==> config.mk <==
export PLATFORM = sky130hd
export DESIGN_NAME = axi_rd_arbiter_rv32_flat
export DESIGN_NICKNAME = d
export VERILOG_FILES = /design/src/rtl/axi_rd_arbiter_rv32_if.sv /design/src/rtl/axi_rd_arbiter_rv32.sv /design/src/flat_wrapper.sv
export SDC_FILE = /design/constraint.sdc
export NUM_CORES = 1
export LEC_CHECK = 0
export BUFFER_PORTS_ARGS = -buffer_cell sky130_fd_sc_hd__buf_2
export CORE_ASPECT_RATIO = 0.75
export CORE_MARGIN = 8
export CORE_UTILIZATION = 29
export CTS_CLUSTER_DIAMETER = 120
export DETAILED_ROUTE_END_ITERATION = 12
export GPL_TIMING_DRIVEN = 1
export PLACE_DENSITY = 0.83
export RECOVER_POWER = 50
export SYNTH_ARGS = -nofsm -noshare
export SYNTH_HDL_FRONTEND = slang
export SYNTH_SLANG_ARGS = --single-unit
==> constraint.sdc <==
create_clock -name clk -period 1.95 [get_ports clk]
set_input_delay 0.0975 -clock clk [delete_from_list [all_inputs] [get_ports clk]]
set_output_delay 0.0975 -clock clk [all_outputs]
set_load 0.005 [all_outputs]
==> src/rtl/axi_rd_arbiter_rv32_if.sv <==
// AXI-lite read channel (AR + R) bundle. "master" drives AR and R-ready,
// "slave" returns AR-ready and the R beat.
interface axi_rd_arbiter_rv32_if #(
    parameter int DATA_LEN = 32
);
    logic                arvalid;
    logic                arready;
    logic [DATA_LEN-1:0] araddr;
    logic                rvalid;
    logic                rready;
    logic [2:0]          rresp;
    logic [DATA_LEN-1:0] rdata;

    modport master (
        output arvalid, araddr, rready,
        input  arready, rvalid, rresp, rdata
    );

    modport slave (
        input  arvalid, araddr, rready,
        output arready, rvalid, rresp, rdata
    );
endinterface

==> src/rtl/axi_rd_arbiter_rv32.sv <==
// Two-master (IFU, LSU) to one-slave AXI-lite read arbiter, one transaction in flight.
// Define ARB_ROUND_ROBIN_EN for alternating grant on contention; default is fixed LSU priority.
module axi_rd_arbiter_rv32 #(
    parameter int DATA_LEN = 32
) (
    input  logic                   clk,
    input  logic                   rst_n,
    axi_rd_arbiter_rv32_if.slave   ifu,
    axi_rd_arbiter_rv32_if.slave   lsu,
    axi_rd_arbiter_rv32_if.master  m
);
    typedef enum logic [1:0] {S_IDLE = 2'd0, S_ADDR = 2'd1, S_DATA = 2'd2} state_e;
    typedef enum logic [1:0] {G_NONE = 2'd0, G_IFU = 2'd1, G_LSU = 2'd2} grant_e;

    state_e state_q, state_d;
    grant_e grant_q, grant_d;
    grant_e winner;
    logic   busy, done, rready_sel, r_fire;

    assign busy       = (state_q == S_ADDR) || (state_q == S_DATA);
    assign rready_sel = busy && ((grant_q == G_LSU) ? lsu.rready :
                                 (grant_q == G_IFU) ? ifu.rready : 1'b0);
    assign r_fire     = m.rvalid && rready_sel;

`ifdef ARB_ROUND_ROBIN_EN
    // Set when the LSU owned the most recently completed transaction.
    logic last_lsu_q, last_lsu_d;

    assign last_lsu_d = done ? (grant_q == G_LSU) : last_lsu_q;

    always_ff @(posedge clk or negedge rst_n) begin
        if (!rst_n) last_lsu_q <= 1'b0;
        else        last_lsu_q <= last_lsu_d;
    end
`endif

    always_comb begin
        winner = G_NONE;
        if (lsu.arvalid)      winner = G_LSU;
        else if (ifu.arvalid) winner = G_IFU;
`ifdef ARB_ROUND_ROBIN_EN
        if (lsu.arvalid && ifu.arvalid && last_lsu_q) winner = G_IFU;
`endif
    end

    always_ff @(posedge clk or negedge rst_n) begin
        if (!rst_n) begin
            state_q <= S_IDLE;
            grant_q <= G_NONE;
        end else begin
            state_q <= state_d;
            grant_q <= grant_d;
        end
    end

    always_comb begin
        state_d = state_q;
        grant_d = grant_q;
        done    = 1'b0;
        case (state_q)
            S_IDLE: begin
                grant_d = winner;
                if (winner != G_NONE) state_d = S_ADDR;
            end
            // Address and first data beat may both complete in one cycle.
            S_ADDR: begin
                if (m.arready && r_fire) done = 1'b1;
                else if (m.arready)      state_d = S_DATA;
            end
            S_DATA: begin
                if (r_fire) done = 1'b1;
            end
            default: begin
                state_d = S_IDLE;
                grant_d = G_NONE;
            end
        endcase
        // A busy state without a real owner can never finish; recover to idle.
        if (done || (busy && grant_q != G_IFU && grant_q != G_LSU)) begin
            state_d = S_IDLE;
            grant_d = G_NONE;
        end
    end

    always_comb begin
        m.arvalid   = (state_q == S_ADDR);
        m.araddr    = (grant_q == G_LSU) ? lsu.araddr : ifu.araddr;
        m.rready    = rready_sel;
        ifu.arready = (state_q == S_ADDR) && (grant_q == G_IFU) && m.arready;
        lsu.arready = (state_q == S_ADDR) && (grant_q == G_LSU) && m.arready;
        ifu.rvalid  = busy && (grant_q == G_IFU) && m.rvalid;
        lsu.rvalid  = busy && (grant_q == G_LSU) && m.rvalid;
        ifu.rdata   = m.rdata;
        lsu.rdata   = m.rdata;
        ifu.rresp   = m.rresp;
        lsu.rresp   = m.rresp;
    end
endmodule

==> src/flat_wrapper.sv <==
// flat-port wrapper written by rule: the top's interface ports become plain ports
module axi_rd_arbiter_rv32_flat 
#(
    parameter int DATA_LEN = 32
)
  (clk, rst_n, ifu_arvalid, ifu_araddr, ifu_rready, ifu_arready, ifu_rvalid, ifu_rresp, ifu_rdata, lsu_arvalid, lsu_araddr, lsu_rready, lsu_arready, lsu_rvalid, lsu_rresp, lsu_rdata, m_arvalid, m_araddr, m_rready, m_arready, m_rvalid, m_rresp, m_rdata);
  axi_rd_arbiter_rv32_if #(.DATA_LEN(DATA_LEN)) ifu_i ();
  axi_rd_arbiter_rv32_if #(.DATA_LEN(DATA_LEN)) lsu_i ();
  axi_rd_arbiter_rv32_if #(.DATA_LEN(DATA_LEN)) m_i ();
  input  logic clk;
  input  logic rst_n;
  input wire logic [$bits(ifu_i.arvalid)-1:0] ifu_arvalid;
  input wire logic [$bits(ifu_i.araddr)-1:0] ifu_araddr;
  input wire logic [$bits(ifu_i.rready)-1:0] ifu_rready;
  output wire logic [$bits(ifu_i.arready)-1:0] ifu_arready;
  output wire logic [$bits(ifu_i.rvalid)-1:0] ifu_rvalid;
  output wire logic [$bits(ifu_i.rresp)-1:0] ifu_rresp;
  output wire logic [$bits(ifu_i.rdata)-1:0] ifu_rdata;
  input wire logic [$bits(lsu_i.arvalid)-1:0] lsu_arvalid;
  input wire logic [$bits(lsu_i.araddr)-1:0] lsu_araddr;
  input wire logic [$bits(lsu_i.rready)-1:0] lsu_rready;
  output wire logic [$bits(lsu_i.arready)-1:0] lsu_arready;
  output wire logic [$bits(lsu_i.rvalid)-1:0] lsu_rvalid;
  output wire logic [$bits(lsu_i.rresp)-1:0] lsu_rresp;
  output wire logic [$bits(lsu_i.rdata)-1:0] lsu_rdata;
  output wire logic [$bits(m_i.arvalid)-1:0] m_arvalid;
  output wire logic [$bits(m_i.araddr)-1:0] m_araddr;
  output wire logic [$bits(m_i.rready)-1:0] m_rready;
  input wire logic [$bits(m_i.arready)-1:0] m_arready;
  input wire logic [$bits(m_i.rvalid)-1:0] m_rvalid;
  input wire logic [$bits(m_i.rresp)-1:0] m_rresp;
  input wire logic [$bits(m_i.rdata)-1:0] m_rdata;
  assign ifu_i.arvalid = ifu_arvalid;
  assign ifu_i.araddr = ifu_araddr;
  assign ifu_i.rready = ifu_rready;
  assign ifu_arready = ifu_i.arready;
  assign ifu_rvalid = ifu_i.rvalid;
  assign ifu_rresp = ifu_i.rresp;
  assign ifu_rdata = ifu_i.rdata;
  assign lsu_i.arvalid = lsu_arvalid;
  assign lsu_i.araddr = lsu_araddr;
  assign lsu_i.rready = lsu_rready;
  assign lsu_arready = lsu_i.arready;
  assign lsu_rvalid = lsu_i.rvalid;
  assign lsu_rresp = lsu_i.rresp;
  assign lsu_rdata = lsu_i.rdata;
  assign m_arvalid = m_i.arvalid;
  assign m_araddr = m_i.araddr;
  assign m_rready = m_i.rready;
  assign m_i.arready = m_arready;
  assign m_i.rvalid = m_rvalid;
  assign m_i.rresp = m_rresp;
  assign m_i.rdata = m_rdata;
  axi_rd_arbiter_rv32 #(.DATA_LEN(DATA_LEN)) u_core (.clk(clk), .rst_n(rst_n), .ifu(ifu_i), .lsu(lsu_i), .m(m_i));
endmodule
**Word level (Yosys, flattened, before mapping)**

Index checks and enable logic that the tools add are counted.

- Output and inout port bits: 108
- RAM bits: 0
- Memories kept: 0
- Flip-flop bits (word level): 4
- Latch bits: 0
- Input bits: 107
- Memory bits (read-only): 0

- Shift operators: 0
- Reduce and logical (&&, ||, !) cells: 19
- Div/mod/pow operators: 0
- Multiply operators: 0
- Mux-type cells: 15
- Bitwise logic cells: 0
- Eq/ne operators: 11
- Add/subtract/negate cells: 0
- Order comparisons: 0

Operator list:

| operator | count |
|---|---|
| two-way mux 32 bit | 1 |
| logical AND 1 bit | 13 |
| two-way mux 2 bit | 6 |
| != test 3 x 1 -> 1 bit (second input constant) | 2 |
| case mux 2 bit (3 select lines) | 1 |
| two-way mux 1 bit | 5 |
| == test 2 x 1 -> 1 bit (second input constant) | 2 |
| == test 2 bit (second input constant) | 2 |
| != test 2 x 1 -> 1 bit (second input constant) | 2 |
| != test 2 bit (second input constant) | 2 |
| case mux 2 bit (2 select lines) | 1 |
| AND reduction 4 bit | 1 |
| != test 3 bit (second input constant) | 1 |
| logical NOT 2 bit | 1 |
| logical OR 1 bit | 2 |
| case mux 1 bit (2 select lines) | 1 |
| nonzero test 2 bit | 1 |
| OR reduction 2 bit | 1 |

**Logic depth before layout (Yosys ltp)**

- Depth in word-level cells: 11
- Gate-level depth with buffers: 6
- Depth with buffers taken out: 5

**Worst setup path after synthesis**

Ideal clock, no wire load.

- Kind: reg-to-reg
- Start point: register u_core.state_q[0]
- End point: register u_core.state_q[1]
- Period minus slack after synthesis: 1.518 ns
- Path buffers: 1
- Data arrival time: 1.383 ns
- Library setup time: 0.135 ns
- Slack: 0.432 ns
- Cell stages (with the launch flop): 7
- Path through: dfrtp_1 -> inv_1 -> ha_1 -> buf_2 -> o2111ai_2 -> a31oi_1 -> o32ai_2

- Word-level cells in the longest chain between the ends: 10
- Elaborated cells on any way between the ends: 20
- Classes of those cells: 6 x eq/ne; 5 x mux; 9 x reduce/logical

RTL lines:

| what | line | RTL |
|---|---|---|
| from (decl) | axi_rd_arbiter_rv32.sv:15 | `state_e state_q, state_d;` |
| from (signal assigned) | axi_rd_arbiter_rv32.sv:51 | `state_q <= state_d;` |
| == test 2 x 1 -> 1 bit or == test 2 bit (tied branches) | axi_rd_arbiter_rv32.sv:20, axi_rd_arbiter_rv32.sv:60 |  |
| logical OR 1 bit | axi_rd_arbiter_rv32.sv:20 | `assign busy = (state_q == S_ADDR) \|\| (state_q == S_DATA);` |
| logical AND 1 bit | axi_rd_arbiter_rv32.sv:21 | `assign rready_sel = busy && ((grant_q == G_LSU) ? lsu.rready :` |
| logical AND 1 bit | axi_rd_arbiter_rv32.sv:23 | `assign r_fire = m.rvalid && rready_sel;` |
| logical AND 1 bit | axi_rd_arbiter_rv32.sv:67 | `if (m.arready && r_fire) done = 1'b1;` |
| two-way mux 1 bit | axi_rd_arbiter_rv32.sv:67 |  |
| case mux 1 bit (2 select lines) | axi_rd_arbiter_rv32.sv:60 | `case (state_q)` |
| logical OR 1 bit | axi_rd_arbiter_rv32.sv:79 | `if (done \|\| (busy && grant_q != G_IFU && grant_q != G_LSU)) begin` |
| != test 3 x 1 -> 1 bit (no source line) (tied with other cells) | n/a |  |
| AND reduction 4 bit (no source line) | n/a |  |

Parallel ways exist; a longest one is shown, timed or not.
A chain may end at the register's enable or synchronous reset.

**Worst setup path in the final report**

- Start point: register u_core.state_q[0]
- End point: output lsu_rvalid

- Word-level cells in the longest chain between the ends: 4
- Elaborated cells on any way between the ends: 5
- Classes of those cells: 2 x eq/ne; 3 x reduce/logical

RTL lines:

| what | line | RTL |
|---|---|---|
| == test 2 x 1 -> 1 bit or == test 2 bit (tied branches) | axi_rd_arbiter_rv32.sv:20 |  |
| logical OR 1 bit * | axi_rd_arbiter_rv32.sv:20 |  |
| logical AND 1 bit * (2 in a row) | axi_rd_arbiter_rv32.sv:92 | `lsu.rvalid = busy && (grant_q == G_LSU) && m.rvalid;` |
| to (decl) | flat_wrapper.sv:23 | `output wire logic [$bits(lsu_i.rvalid)-1:0] lsu_rvalid;` |

Mark *: on every way between the ends. The rest lies on a longest branch, timed or not.

==> impl_metrics.py <==
metrics = {
    "power": {
        "leakage_nw": 0.7924,
        "ir_drop_v": 0.0004940,
        "power.density_nw_per_um2": 950.7,
    },
    "clock_network": {
        "cts_buffers": 3,
        "post-cts-setup-buffer-count": 0,
        "cts-resized-gates": 0,
        "ctsHoldBuffers": 1,
        "cts_max_level": 1,
        "clockBufferDepth": 2,
        "clk_pin_slew_ps": 30,
        "clock_latency_ps": 220,
        "cts_tree": "built",
        "root_buffer": "clkbuf_8",
        "cts.sinks": 4,
    },
    "route": {
        "drt_iter0_markers": 7,
        "routed_wl_um": 4092,
        "route.detailed.drc": 0,
        "wl_per_cell_um": 16.50,
        "route.vias.total": 1086,
        "ant_nets": 0,
        "drtPass1Iterations": 3,
        "viasPerCell": 4.379,
    },
    "worst_setup_path": {
        "cp-start-kind": "flop",
        "slowest_stage": "ha_1",
        "endpoint_kind": "output port",
        "cp_slowest_stage_delay_ps": 400,
        "crit_arrival_ps": 1540,
        "worstPathRequired_ps": 1850,
        "r2r_slack_ps": 320,
        "critPathMaxFanout": 6,
        "crit_chain": "inv_1 -> ha_1 -> buf_4 -> and3_1 -> buf_2",
        "criticalPathCategory": "flop to output port",
    },
    "logic_synthesis": {
        "synth.avg_cell_area_sq_um": 8.808,
        "synthCells": 151,
        "synth_top_cell_area_share": 0.4177,
        "yosys.area.top_type": "buf_4",
        "yosys_most_used_dff": "dfrtp_1",
        "synth_common_cells": "buf_4, mux2_2, ha_1",
        "ys_warn_count": 0,
        "synth-edff-count": 0,
        "synth-seq-cells": 4,
        "yosysSeqAreaShare": 0.07526,
        "synthesis.nets": 263,
        "synthTopCellsByArea": "buf_4, mux2_2, dfrtp_1",
        "synth.most_common_cell": "buf_4",
        "syn_area_sq_um": 1330,
        "synth_cell_type_count": 30,
        "async_flop_share": 1.000,
    },
    "status": {
        "status": "complete, no violations",
    },
    "placement": {
        "dpl-instance-area_sq_um": 1421,
        "port_buffers": 109,
        "gp_congestion": 0.8090,
        "hpwl_um": 3624,
    },
    "timing": {
        "fin_crit_sh": 0.8381,
        "period_needed_ps": 1634,
        "slew_headroom": 0.8201,
        "finalClockSkew_ps": 3.024,
        "setup_viol": 0,
        "hold_violations": 0,
        "rsz0062_at_grt": "no",
        "worst_pin_slew_ps": 267.6,
        "fmax_ghz": 0.6119,
        "fin_tns_setup_ps": 0,
        "drv_slew": 0,
    },
    "grt": {
        "grt_pass1_wl_um": 5602,
        "grt.overflow.total": 0,
        "grt_use_total": 0.09956,
        "grt_pass1_vias": 1100,
        "grt_max_degree": 37,
        "antenna_found_initial": 0,
    },
    "final_layout": {
        "drive_above_1_share": 0.7958,
        "area_growth_syn_to_layout_pct": 10.72,
        "final_nets": 305,
        "num-fill-cells": 462,
        "antennaDiodeCount": 0,
        "stdcell_area_sq_um": 1473,
    },
    "floorplan": {
        "die_height_um": 74.65,
        "coreArea_sq_um": 4441,
        "ios": 215,
        "initial_core_util": 0.2995,
        "dieWidth_um": 94.20,
        "row_count": 21,
        "dieArea_sq_um": 7032,
    },
    "run": {
        "maxCapViolCount": 0,
    },
    "worst_hold_path": {
        "hold_path.class": "input port to flop",
    },
}
-- area by class of cell --
type	instances	area, sq um	share of cell area
inverter	3	11.26	0.007647
sequential	4	100.1	0.06797
timing repair buffer	112	583.1	0.3959
clock buffer	3	41.29	0.02804
multi-input combinational	69	665.6	0.4520
tap	57	71.32	0.04843
-- power by group --
part           total [W]  leakage (nW)  switching (W)  internal [W]
combinational    0.00108         0.719       0.000483      0.000593
clock           0.000173        0.0216      0.0000416      0.000131
sequential      0.000151        0.0518      0.0000328      0.000118
-- metrics by stage --
step            power, W  hold WS [ps]  setup slack [ps]  instances  utilization
3_3_place_gp    0.001212        -90.33             400.3        244       0.3201
6_report        0.001400         168.4             315.7        248       0.3316
4_1_cts         0.001426         164.3             296.4        248       0.3316
5_1_grt         0.001525         191.2             235.3        248       0.3316
3_5_place_dp    0.001242        -90.06             324.2        244       0.3201
2_1_floorplan  0.0009776        -198.1             432.0        151            -
-- critical path, delay by kind of cell, from the launching register on --
family | cells | cell delay, ps
adder cells (fa/ha/maj) | 1 | 400
buffers and inverters | 3 | 420
flip-flops | 1 | 380
AND/OR/NAND/NOR | 1 | 130
-- routing by layer --
| metal | GRT usage | routed length, um | vias up |
|---|---|---|---|
| li1 | - | - | 520 |
| met1 | 0.09636 | 1319 | 471 |
| met2 | 0.1646 | 1978 | 93 |
| met3 | 0.08267 | 790 | 2 |
| met4 | 0.01401 | 4 | 0 |
| met5 | 0 | 0 | - |
-- cell families (layout without fill, tap and decap cells) --
group | after synthesis | in the layout | share of synthesized area
multiplexers | 32 | 32 | 0.2709
AND/OR/NAND/NOR | 21 | 21 | 0.1063
adder cells (fa/ha/maj) | 5 | 5 | 0.04704
buffers and inverters | 78 | 118 | 0.4299
flip-flops | 4 | 4 | 0.07526
AO/OA/AOI/OAI | 11 | 11 | 0.07056
-- cells in the final DEF, fill, tap and decap left out, drive strengths merged --
cell | Yosys | final
nand2 | 4 | 4
mux2 | 32 | 32
o31ai | 1 | 1
o22ai | 2 | 2
dfrtp | 4 | 4
nor2b | 2 | 2
or2b | 1 | 1
nor3 | 1 | 1
inv | 3 | 3
nand2b | 1 | 1
o32ai | 1 | 1
and3b | 2 | 2
nand3 | 1 | 1
and2b | 1 | 1
a21oi | 1 | 1
nor3b | 1 | 1
and3 | 3 | 3
buf | 75 | 111
o21ba | 1 | 1
dlygate4sd3 | 0 | 1
a21o | 1 | 1
clkbuf | 0 | 3
nor2 | 2 | 2
o2111ai | 1 | 1
nand3b | 2 | 2
ha | 5 | 5
o21bai | 1 | 1
a31oi | 2 | 2
-- registers in the layout (all words and copies together), names as in the netlist --
name / cells
u_core.state_q: 2
u_core.grant_q: 2
-- final timing paths --
path                                               startpoint                       endpoint  cells past startpoint
worst min-delay path                              lsu_arvalid  u_core.grant_q[1]$_DFFE_PN0P_                      3
max in group asynchronous                               rst_n  u_core.state_q[1]$_DFFE_PN0P_                      2
worst max-delay path            u_core.state_q[0]$_DFFE_PN0P_                     lsu_rvalid                      5
worst min register to register  u_core.state_q[0]$_DFFE_PN0P_  u_core.state_q[0]$_DFFE_PN0P_                      1
worst max register to register  u_core.state_q[0]$_DFFE_PN0P_  u_core.state_q[1]$_DFFE_PN0P_                      6
min in group asynchronous                               rst_n  u_core.grant_q[1]$_DFFE_PN0P_                      2
No activity file was read; power rests on OpenSTA's default activity.
